==> config.mk <==
export PLATFORM = sky130hd
export DESIGN_NAME = dp_instr_encoder
export DESIGN_NICKNAME = d
export VERILOG_FILES = /design/src/rtl/dp_instr_encoder.sv
export SDC_FILE = /design/constraint.sdc
export NUM_CORES = 1
export LEC_CHECK = 0
export CAP_MARGIN = 30
export CELL_PAD_IN_SITES_DETAIL_PLACEMENT = 1
export CELL_PAD_IN_SITES_GLOBAL_PLACEMENT = 2
export CORE_MARGIN = 3
export CORE_UTILIZATION = 33
export DETAILED_ROUTE_END_ITERATION = 7
export GPL_TIMING_DRIVEN = 0
export MAX_ROUTING_LAYER = met4
export PLACE_DENSITY = 0.79
export SLEW_MARGIN = 0
export SYNTH_ARGS = -nofsm -noshare
export SYNTH_HDL_FRONTEND = slang
export SYNTH_SLANG_ARGS = --single-unit
==> constraint.sdc <==
create_clock -name clk -period 4.1 [get_ports clk]
set_input_delay 0.82 -clock clk [delete_from_list [all_inputs] [get_ports clk]]
set_output_delay 0.82 -clock clk [all_outputs]
set_load 0.01 [all_outputs]
==> src/rtl/dp_instr_encoder.sv <==
// dp_instr_encoder: assembles ARM7TDMI data-processing instruction words from
// separate fields. In immediate mode it scans the 16 rotations, one per cycle,
// for an 8-bit immediate plus 4-bit rotate encoding. Holds one instruction in flight.
module dp_instr_encoder #(
    parameter bit FORCE_CANON = 1'b1
) (
    input  logic        clk,
    input  logic        rst_n,
    input  logic        in_valid,
    output logic        in_ready,
    input  logic [3:0]  cond,
    input  logic [3:0]  opcode,
    input  logic        s_bit,
    input  logic [3:0]  rn,
    input  logic [3:0]  rd,
    input  logic        imm_mode,
    input  logic [31:0] imm_value,
    input  logic [7:0]  shift,
    input  logic [3:0]  rm,
    output logic        out_valid,
    input  logic        out_ready,
    output logic [31:0] instruction,
    output logic        enc_error
);

    localparam int unsigned W_INSTR = 32;
    localparam int unsigned W_ROT   = 4;
    localparam int unsigned W_REG   = 4;

    localparam logic [1:0] S_IDLE   = 2'd0;
    localparam logic [1:0] S_SEARCH = 2'd1;
    localparam logic [1:0] S_OUT    = 2'd2;

    logic [1:0]         state_q, state_n;
    logic [W_ROT-1:0]   rot_q, rot_n;
    logic [3:0]         cond_q, cond_n;
    logic [3:0]         opcode_q, opcode_n;
    logic               s_q, s_n;
    logic [W_REG-1:0]   rn_q, rn_n;
    logic [W_REG-1:0]   rd_q, rd_n;
    logic [31:0]        imm_q, imm_n;
    logic               in_ready_q, in_ready_n;
    logic               out_valid_q, out_valid_n;
    logic [W_INSTR-1:0] instr_q, instr_n;
    logic               err_q, err_n;

    logic               is_cmp_c;
    logic               is_mov_c;
    logic               s_canon_c;
    logic [W_REG-1:0]   rn_canon_c;
    logic [W_REG-1:0]   rd_canon_c;
    logic [63:0]        rot_wide_c;
    logic [31:0]        rot_val_c;
    logic               hit_c;

    // Canonicalise incoming fields: compares always set flags and have no Rd,
    // MOV/MVN have no Rn.
    always_comb begin
        is_cmp_c   = FORCE_CANON && (opcode[3:2] == 2'b10);
        is_mov_c   = FORCE_CANON && opcode[3] && opcode[2] && opcode[0];
        s_canon_c  = is_cmp_c ? 1'b1 : s_bit;
        rd_canon_c = is_cmp_c ? 4'd0 : rd;
        rn_canon_c = is_mov_c ? 4'd0 : rn;
    end

    // Rotate-left of the captured constant by 2*rot; a hit needs bits [31:8] clear.
    always_comb begin
        rot_wide_c = {imm_q, imm_q} << {rot_q, 1'b0};
        rot_val_c  = rot_wide_c[63:32];
        hit_c      = (rot_val_c[31:8] == 24'd0);
    end

    // Next-state and registered-output logic.
    always_comb begin
        state_n     = state_q;
        rot_n       = rot_q;
        cond_n      = cond_q;
        opcode_n    = opcode_q;
        s_n         = s_q;
        rn_n        = rn_q;
        rd_n        = rd_q;
        imm_n       = imm_q;
        in_ready_n  = in_ready_q;
        out_valid_n = out_valid_q;
        instr_n     = instr_q;
        err_n       = err_q;

        case (state_q)
            S_IDLE: begin
                in_ready_n  = 1'b1;
                out_valid_n = 1'b0;
                if (in_valid && in_ready_q) begin
                    cond_n     = cond;
                    opcode_n   = opcode;
                    s_n        = s_canon_c;
                    rn_n       = rn_canon_c;
                    rd_n       = rd_canon_c;
                    imm_n      = imm_value;
                    rot_n      = '0;
                    in_ready_n = 1'b0;
                    if (imm_mode) begin
                        state_n = S_SEARCH;
                    end else begin
                        state_n     = S_OUT;
                        out_valid_n = 1'b1;
                        err_n       = 1'b0;
                        instr_n     = {cond, 2'b00, 1'b0, opcode, s_canon_c,
                                       rn_canon_c, rd_canon_c, shift, rm};
                    end
                end
            end
            S_SEARCH: begin
                in_ready_n = 1'b0;
                if (hit_c) begin
                    state_n     = S_OUT;
                    out_valid_n = 1'b1;
                    err_n       = 1'b0;
                    instr_n     = {cond_q, 2'b00, 1'b1, opcode_q, s_q,
                                   rn_q, rd_q, rot_q, rot_val_c[7:0]};
                end else if (rot_q == 4'd15) begin
                    state_n     = S_OUT;
                    out_valid_n = 1'b1;
                    err_n       = 1'b1;
                    instr_n     = '0;
                end else begin
                    rot_n = rot_q + 4'd1;
                end
            end
            S_OUT: begin
                in_ready_n  = 1'b0;
                out_valid_n = 1'b1;
                if (out_ready) begin
                    state_n     = S_IDLE;
                    out_valid_n = 1'b0;
                    in_ready_n  = 1'b1;
                    rot_n       = '0;
                end
            end
            default: begin
                state_n     = S_IDLE;
                in_ready_n  = 1'b1;
                out_valid_n = 1'b0;
                rot_n       = '0;
            end
        endcase
    end

    // State and output registers.
    always_ff @(posedge clk or negedge rst_n) begin
        if (!rst_n) begin
            state_q     <= S_IDLE;
            rot_q       <= '0;
            cond_q      <= '0;
            opcode_q    <= '0;
            s_q         <= 1'b0;
            rn_q        <= '0;
            rd_q        <= '0;
            imm_q       <= '0;
            in_ready_q  <= 1'b1;
            out_valid_q <= 1'b0;
            instr_q     <= '0;
            err_q       <= 1'b0;
        end else begin
            state_q     <= state_n;
            rot_q       <= rot_n;
            cond_q      <= cond_n;
            opcode_q    <= opcode_n;
            s_q         <= s_n;
            rn_q        <= rn_n;
            rd_q        <= rd_n;
            imm_q       <= imm_n;
            in_ready_q  <= in_ready_n;
            out_valid_q <= out_valid_n;
            instr_q     <= instr_n;
            err_q       <= err_n;
        end
    end

    assign in_ready    = in_ready_q;
    assign out_valid   = out_valid_q;
    assign instruction = instr_q;
    assign enc_error   = err_q;

endmodule

==> Word level (Yosys, flattened, before mapping) <==
Index checks and enable logic that the tools add are counted.
{ "totals": {"register_bits": 90, "latch_bits": 0, "ram_bits": 0, "mem_bits_ro": 0, "in_bits": 66, "output_inout_bits": 35, "word_cells": 66, "n_memories": 0} }
{ "op_classes": {"n_addsub": 1, "mul": 0, "div_mod_pow": 0, "order_cmp": 0, "eq_ne": 10, "n_shift": 1, "n_mux": 32, "n_bitwise": 0, "reduce_logical": 10} }
{ "op_table": {"columns": ["op", "count"], "rows": [
  ["$mux 32", 4],
  ["$pmux 32 s2", 1],
  ["$shl 64x5->64", 1],
  ["$logic_not 24->1", 1],
  ["$mux 4", 6],
  ["$pmux 4 s3", 1],
  ["$mux 1", 11],
  ["$mux 2", 5],
  ["$ne 2x2->1 const B", 5],
  ["$reduce_and 4->1", 2],
  ["$pmux 1 s3", 2],
  ["$pmux 2 s3", 1],
  ["$add 4x1->4 const B", 1],
  ["$eq 2x2->1 const B", 2],
  ["$eq 4x4->1 const B", 1],
  ["$logic_and 1x1->1", 3],
  ["$ne 3x3->1 const B", 1],
  ["$reduce_and 3->1", 1],
  ["$eq 2x1->1 const B", 1],
  ["$logic_not 2->1", 1],
  ["$pmux 1 s2", 1],
  ["$reduce_and 2->1", 1],
  ["$reduce_bool 2->1", 1]
]} }

==> Logic depth before layout (Yosys ltp) <==
Gate-level depths: netlist (run 1).
{ "depth": {"word_depth": 6, "depth_mapped": 13, "depth_no_buf": 8} }

==> Worst setup path before layout (run 1) <==
OpenSTA, ideal clock, no wires.
{ "synth_path": {"path_kind": "flip-flop to flip-flop", "start": "reg rot_q[0]", "end": "reg instr_q[0], in the netlist instruction[0]", "setup_ns": 0.125, "arrival_time_ns": 2.681, "slack_ns": 1.294, "path_stages_with_launch": 11, "path_buffers": 2, "synth_period_minus_slack_ns": 2.806, "path_cell_list": "dfrtp_1 -> buf_6 -> mux4_2 -> or4_1 -> nor2_1 -> a21oi_1 -> a21oi_2 -> nand3_4 -> a31oi_4 -> buf_6 -> mux2_2"} }
{ "synth_between": {"elab_chain_cells": 4} }
{ "synth_rtl": {"columns": ["item", "line_no", "rtl"], "rows": [
  ["start, declared", "35", "logic [W_ROT-1:0] rot_q, rot_n;"],
  ["start signal, assigned", "165", "rot_q <= rot_n;"],
  ["$shl 64x5->64", "68", "rot_wide_c = {imm_q, imm_q} << {rot_q, 1'b0};"],
  ["$logic_not 24->1", "70", "hit_c = (rot_val_c[31:8] == 24'd0);"],
  ["$ne 3x3->1 (no line) or $mux 32 (tied branches)", null, null],
  ["$reduce_and 4->1 (no line) or $pmux 32 s2 (tied branches)", null, null],
  ["end signal, assigned", "174", "instr_q <= instr_n;"],
  ["end, declared", "44", "logic [W_INSTR-1:0] instr_q, instr_n;"]
]} }
Several ways; a longest one is shown, not always the timed one.
A chain may end at the register's enable or synchronous reset.

==> Worst setup path in the final report (run 1) <==
{ "layout_path": {"start": "reg rot_q[1]", "end": "reg instr_q[11], in the netlist instruction[11]"} }
Same word-level chain as after synthesis.

==> results of run 1 <==
[cell usage in the layout, fill, tap and decap left out, types with 3 or more instances in the layout]
cell	n
a211oi_1	8
a21oi_1	19
a22o_1	20
a22oi_1	3
a31oi_1	3
a32o_1	6
and2_1	4
and3_1	3
buf_1	3
buf_2	10
buf_4	4
buf_6	10
clkbuf_1	23
clkbuf_16	9
clkdlybuf4s50_1	97
dfrtp_1	87
inv_1	4
mux2_2	32
mux2i_1	22
mux4_1	4
mux4_2	18
nand2_1	153
nand2b_1	4
nand3_1	16
nor2_1	28
nor2b_1	3
nor3_1	21
nor3b_1	7
nor4_1	5
o21ai_0	17
o2bb2ai_1	5
[worst max-delay path, cell delays in order, from the launching register on]
cell and delay, ps:
dfrtp_1 350, buf_2 240, buf_6 190, buf_2 300
nor3b_1 270, nor4_1 70, nor2_1 120, nand3_1 120
o32ai_1 560, nand3_4 270, a31oi_4 280, buf_6 200
mux2_2 350
[per-layer routing]
metal / vias up / wire length [µm]
li1: 2314 / -
met1: 2574 / 8637
met2: 139 / 9447
met3: 25 / 934
met4: 0 / 392
met5: - / 0
[power by group through the flow]
stage / clock network, mW / logic (mW) / registers (mW)
2_1_floorplan: 0 / 1.92 / 1.62
3_3_place_gp: 0 / 2.92 / 1.70
3_5_place_dp: 0 / 3.00 / 1.73
4_1_cts: 0.847 / 3.01 / 1.71
5_1_grt: 0.885 / 3.28 / 1.77
6_report: 0.827 / 3.01 / 1.71
[state kept, by name (all words and copies together), names as in the netlist]
name,cells
imm_q,32
instruction,30
cond_q,4
opcode_q,4
rd_q,4
rn_q,4
rot_q,4
state_q,2
enc_error,1
in_ready,1
out_valid,1
s_q,1
[cells by family after synthesis]
logic type      after synthesis  share of synthesized area
fa+ha+maj                     1                   0.002281
mux                          76                     0.1990
simple gates                253                     0.2031
compound gates              104                     0.1403
flops                        88                     0.4018
other cells                   1                  0.0006838
buf+inv                      53                    0.05293
[per-stage QoR]
stage | worst slack (ps) | total power [mW]
2_1_floorplan | 1294 | 3.534
5_1_grt | 417.0 | 5.931
6_report | 639.9 | 5.550
4_1_cts | 605.1 | 5.571
3_3_place_gp | -1052 | 4.622
3_5_place_dp | 643.2 | 4.726
[layout make-up]
class	instances	area (µm²)	share of cell area
Timing Repair Buffer	100	1017	0.1438
Tap cell	216	270.3	0.03822
Clock inverter	7	66.31	0.009377
Buffer	48	271.5	0.03839
Sequential cell	88	2203	0.3116
Inverter	5	18.77	0.002654
Clock buffer	9	225.2	0.03185
Multi-Input combinational cell	436	2999	0.4241
[how the worst max path moves through the flow]
| stage | to | slack, ps | cells after the start |
|---|---|---|---|
| 2_1_floorplan | instruction[0] | 1290 | 10 |
| 3_3_place_gp | imm_q[6] | -1050 | 1 |
| 3_5_place_dp | instruction[11] | 640 | 12 |
| 4_1_cts | instruction[11] | 610 | 12 |
| 5_1_grt | instruction[11] | 420 | 12 |
| 6_report | instruction[11] | 640 | 12 |
==> results.json, run 1 <==
{
  "start_util": 0.3415,
  "grt_util_met2": 0.3588,
  "synth_top_area_cell": "dfrtp_1",
  "antenna_cells": 0,
  "fin_worst_skew_ps": 12.36,
  "ctsResizeCount": 0,
  "cts_setup_buffers": 0,
  "power_density_mw_per_mm2": 784.7,
  "clk_latency_ps": 360,
  "setup_viol": 0,
  "drtPass1Iterations": 5,
  "synthCells": 576,
  "r2r-end": "instruction[11]",
  "yosysTopAreaCellShare": 0.3970,
  "fin_util": 0.4404,
  "power_switching_mw": 2.431,
  "design_area_mm2": 0.007072,
  "busiest_layer": "met2",
  "crit_fanout": 10,
  "p_clk_frac": 0.149,
  "drtIter0Drc": 328,
  "seq_power_share": 0.309,
  "drv_slew": 0,
  "synth-edff-count": 0,
  "dieArea_mm2": 0.01820,
  "cts_tree": "done",
  "io_pins": 101,
  "max_slew_margin": 0.5435,
  "ff2ff_path_depth": 12,
  "cts_buffers": 9,
  "clockBufferDepth": 2,
  "fin_nets": 755,
  "routed_wl_um": 19410,
  "ff2ff_setup_slack_ps": 640,
  "regToRegStartpoint": "rot_q[1]",
  "place_congestion": 0.9821,
  "grt_usage": 0.2259,
  "synth.area.top_cells": "dfrtp_1 (40%), nand2_1 (10%), mux4_2 (7.4%), mux2_2 (6.6%), mux2i_1 (4.0%)",
  "routedWlPerCell_um": 21.35,
  "fin_cells": 909,
  "cts-root-buf": "clkbuf_16",
  "synth-seq-cells": 88,
  "grt_use_met1": 0.3018,
  "whs_ps": 412.9,
  "min_period_ps": 3460,
  "ys_top_cells_by_count": "nand2_1 (153), dfrtp_1 (87), mux2_2 (32)",
  "ant_nets": 0,
  "n_fill_cell": 1830,
  "fp-row-count": 46,
  "p_sw_frac": 0.4381,
  "die_width_um": 134.9,
  "p_leak_nw": 2.986,
  "antenna_found_initial": 0,
  "cp-startpoint": "rot_q[1]",
  "syn_area_mm2": 0.005484,
  "ys_types": 58,
  "place_area_mm2": 0.006780,
  "status": "finished clean",
  "clock_sinks": 88,
  "vias": 5052,
  "grt_start_max_net_pins": 56,
  "port_buffers": 98,
  "yosys_warnings": 0,
  "dp_hpwl_um": 14850,
  "finalSetupTns_ps": 0,
  "core-area_mm2": 0.01606,
  "drive_gt1_frac": 0.1443,
  "drc": 0,
  "avgViaCountPerCell": 5.558,
  "crit_arrival_ps": 3710,
  "finalHoldViolCount": 0,
  "avgSynthCellArea_um2": 9.521,
  "grt_pass1_vias": 5369,
  "clk_pin_slew_ps": 70,
  "worstPathRequired_ps": 4350,
  "overflow": 0,
  "p_int_mw": 3.118,
  "peakVddDrop_mv": 0.2454,
  "met3_usage": 0.02645,
  "dp_cells": 893,
  "async_flop_share": 1.000,
  "comb_power_share": 0.542,
  "syn2layout_area_growth_pct": 28.95,
  "crit_path_end_kind": "register",
  "fin_crit_sh": 0.8439,
  "worst_slew_pin_slew_ps": 684.7,
  "timing_worst_setup_path_type": "register to register",
  "synth-seq-area-share": 0.4018,
  "synth.most_common_cell": "nand2_1",
  "cap_violations": 0,
  "max_freq_mhz": 289.0,
  "synthFlopType": "dfrtp_1",
  "hold_buffers": 0,
  "chipHeight_um": 134.9,
  "cp-start-kind": "register",
  "rsz0062_at_grt": "no",
  "grt_first_pass_wirelength_um": 30740,
  "htree_levels": 3,
  "hp-class": "primary input to async pin"
}
(Power assumes the default switching activity.)
==> run 2, diff against run 1 <==
Settings changed: CORE_UTILIZATION 33 to 30, PLACE_DENSITY 0.79 to 0.76.
Clock period 4.1 ns to 3.02 ns, I/O delays scaled along.
==> run 2 against run 1 <==
  * The run now ends with setup timing left
  * Combinational power rose by 58%
  * Setup slack got worse by 650 ps
  * Maximum frequency rose by 14%
  * Sequential share of layout area fell by 2.1 points
  * Critical path depth did not move
  * Cell area rose by 7.3%
  * Via count rose by 3.7%
  * Clock power rose by 43%
  * Worst hold slack got worse by 220 ps
  * Clock skew fell by 8.1 ps
  * Critical endpoint is now instruction[19]
  * Largest power group unchanged
==> results.json, run 2 (synthesis gave the netlist of run 1 again) <==
{
  "cts_buffers": 9,
  "critPathTopFamily": "buffers and inverters",
  "crit_arrival_ps": 3280,
  "antenna_cells": 0,
  "drv_slew": 0,
  "whs_ps": 196.1,
  "clk_pin_slew_ps": 80,
  "htree_levels": 3,
  "final_common_cell": "nand2_1",
  "drtIter0Drc": 523,
  "max_stage_delay_ps": 380,
  "die_width_um": 141.2,
  "start_util": 0.3116,
  "setup_viol": 6,
  "crit_cells": 12,
  "peakVddDrop_mv": 0.3335,
  "max_slew_margin": 0.5230,
  "fin_worst_skew_ps": 4.250,
  "drc": 0,
  "timing.final.ws_setup_ps": -11.23,
  "grt_usage": 0.2177,
  "ff2ff_setup_slack_ps": -10,
  "grt_start_max_net_pins": 56,
  "cp-start-kind": "register",
  "regToRegStartpoint": "rot_q[1]",
  "drtPass1Iterations": 5,
  "dieArea_mm2": 0.01994,
  "crit_path_end": "instruction[19]",
  "cts-root-buf": "clkbuf_16",
  "final_cell_mix": "nand2_1 (153), clkdlybuf4s50_1 (97), dfrtp_1 (85)",
  "clock_sinks": 88,
  "max_freq_mhz": 329.9,
  "fin_nets": 771,
  "p_leak_nw": 3.161,
  "r2r-end": "instruction[19]",
  "overflow": 0,
  "grt_pass1_vias": 5547,
  "core-area_mm2": 0.01760,
  "crit_buf_inv": 5,
  "hp-class": "primary input to async pin",
  "rsz0062_at_grt": "yes",
  "hold_buffers": 0,
  "dp_cells": 902,
  "clockBufferDepth": 2,
  "crit_fanout": 10,
  "clk_latency_ps": 360,
  "cap_violations": 0,
  "crit_path_end_kind": "register",
  "fp-row-count": 48,
  "dp_hpwl_um": 15340,
  "grt_first_pass_wirelength_um": 32610,
  "fin_cells": 934,
  "port_buffers": 98,
  "routed_wl_um": 21110,
  "timing_worst_setup_path_type": "register to register",
  "regMostFlops": "imm_q",
  "power_density_mw_per_mm2": 1105,
  "syn2layout_area_growth_pct": 38.31,
  "chipHeight_um": 141.2,
  "antenna_found_initial": 0,
  "routedWlPerCell_um": 22.60,
  "ff2ff_path_depth": 12,
  "avgViaCountPerCell": 5.611,
  "drive_gt1_frac": 0.2172,
  "largest_register_ffs": 32,
  "vias": 5241,
  "min_period_ps": 3031,
  "fin_util": 0.4310,
  "critical_path.cell_chain": "buf_6, buf_12, buf_6, mux2i_1, a21oi_1, nor3_1, a31o_2, nand3_4, a31oi_4, buf_12, clkbuf_16, mux2_2",
  "finalPower_mw": 8.381,
  "finalHoldViolCount": 0,
  "place_congestion": 0.9624,
  "cp-startpoint": "rot_q[1]",
  "worst_slew_pin_slew_ps": 715.5,
  "finalSetupTns_ps": -42.42,
  "violations": "setup timing",
  "status": "complete, but fails checks",
  "io_pins": 101,
  "worstPathRequired_ps": 3270,
  "ant_nets": 0,
  "fin_crit_sh": 1.004,
  "cpMaxStageDelayCell": "dfrtp_1",
  "cts_tree": "done"
}
run 2: cell types whose count changed in the layout (fill, tap and decap cells not counted), sizes merged:
| cell | delta |
|---|---|
| clkinvlp | -1 |
| buf | +17 |
| clkbuf | -1 |
| clkinv | +1 |
run 2: repair_timing:
| action | in CTS | in global routing |
|---|---|---|
| endpoints found under the setup margin | 37 | 37 |
| pin swaps | 8 | 10 |
| gates resized for setup | 31 | 38 |
| setup buffers | 10 | 6 |
| gates cloned | 2 | 2 |
run 2: how the worst min path moves through the flow:
stage / depth (start not counted) / slack [ps] / endpoint / from
global route: 1 / 230 / state_q[0] / rst_n
detailed placement: 2 / 470 / cond_q[3] / cond_q[3]
global placement: 2 / 460 / cond_q[2] / cond_q[2]
finish: 1 / 200 / state_q[0] / rst_n
floorplan: 0 / 310 / cond_q[0] / rst_n
CTS: 1 / 210 / state_q[0] / rst_n
run 2: stage by stage:
stage / worst slack, ps / area, µm²
after CTS: -38.26 / 7346
final: -11.23 / 7585
after floorplan: 214.4 / 5488
after detailed placement: -476.7 / 6792
after global routing: -94.46 / 7585
after global placement: -1899 / 6750
run 2: cell type report:
type	count	area, µm²
clock buffers	9	225.2
flip-flops and latches	88	2206
clock inverters	7	77.57
repair buffers	120	1255
multi-input cells	436	3172
plain buffers	44	349.1
inverters	5	18.77
fillers	1969	10010
well taps	225	281.5
run 2: power breakdown:
group | switching, mW | total (mW) | internal, mW
Clock | 0.591 | 1.18 | 0.585
Combinational | 2.35 | 4.75 | 2.40
Sequential | 0.744 | 2.46 | 1.71
Total | 3.68 | 8.38 | 4.70
run 2: layer usage:
metal	GRT usage	wire length, µm	up-vias	part of all wire
li1	-	-	2339	-
met1	0.2868	9326	2702	0.44
met2	0.3509	10380	167	0.49
met3	0.02748	1001	33	0.047
met4	0.06731	399	0	0.019
met5	-	0	-	0
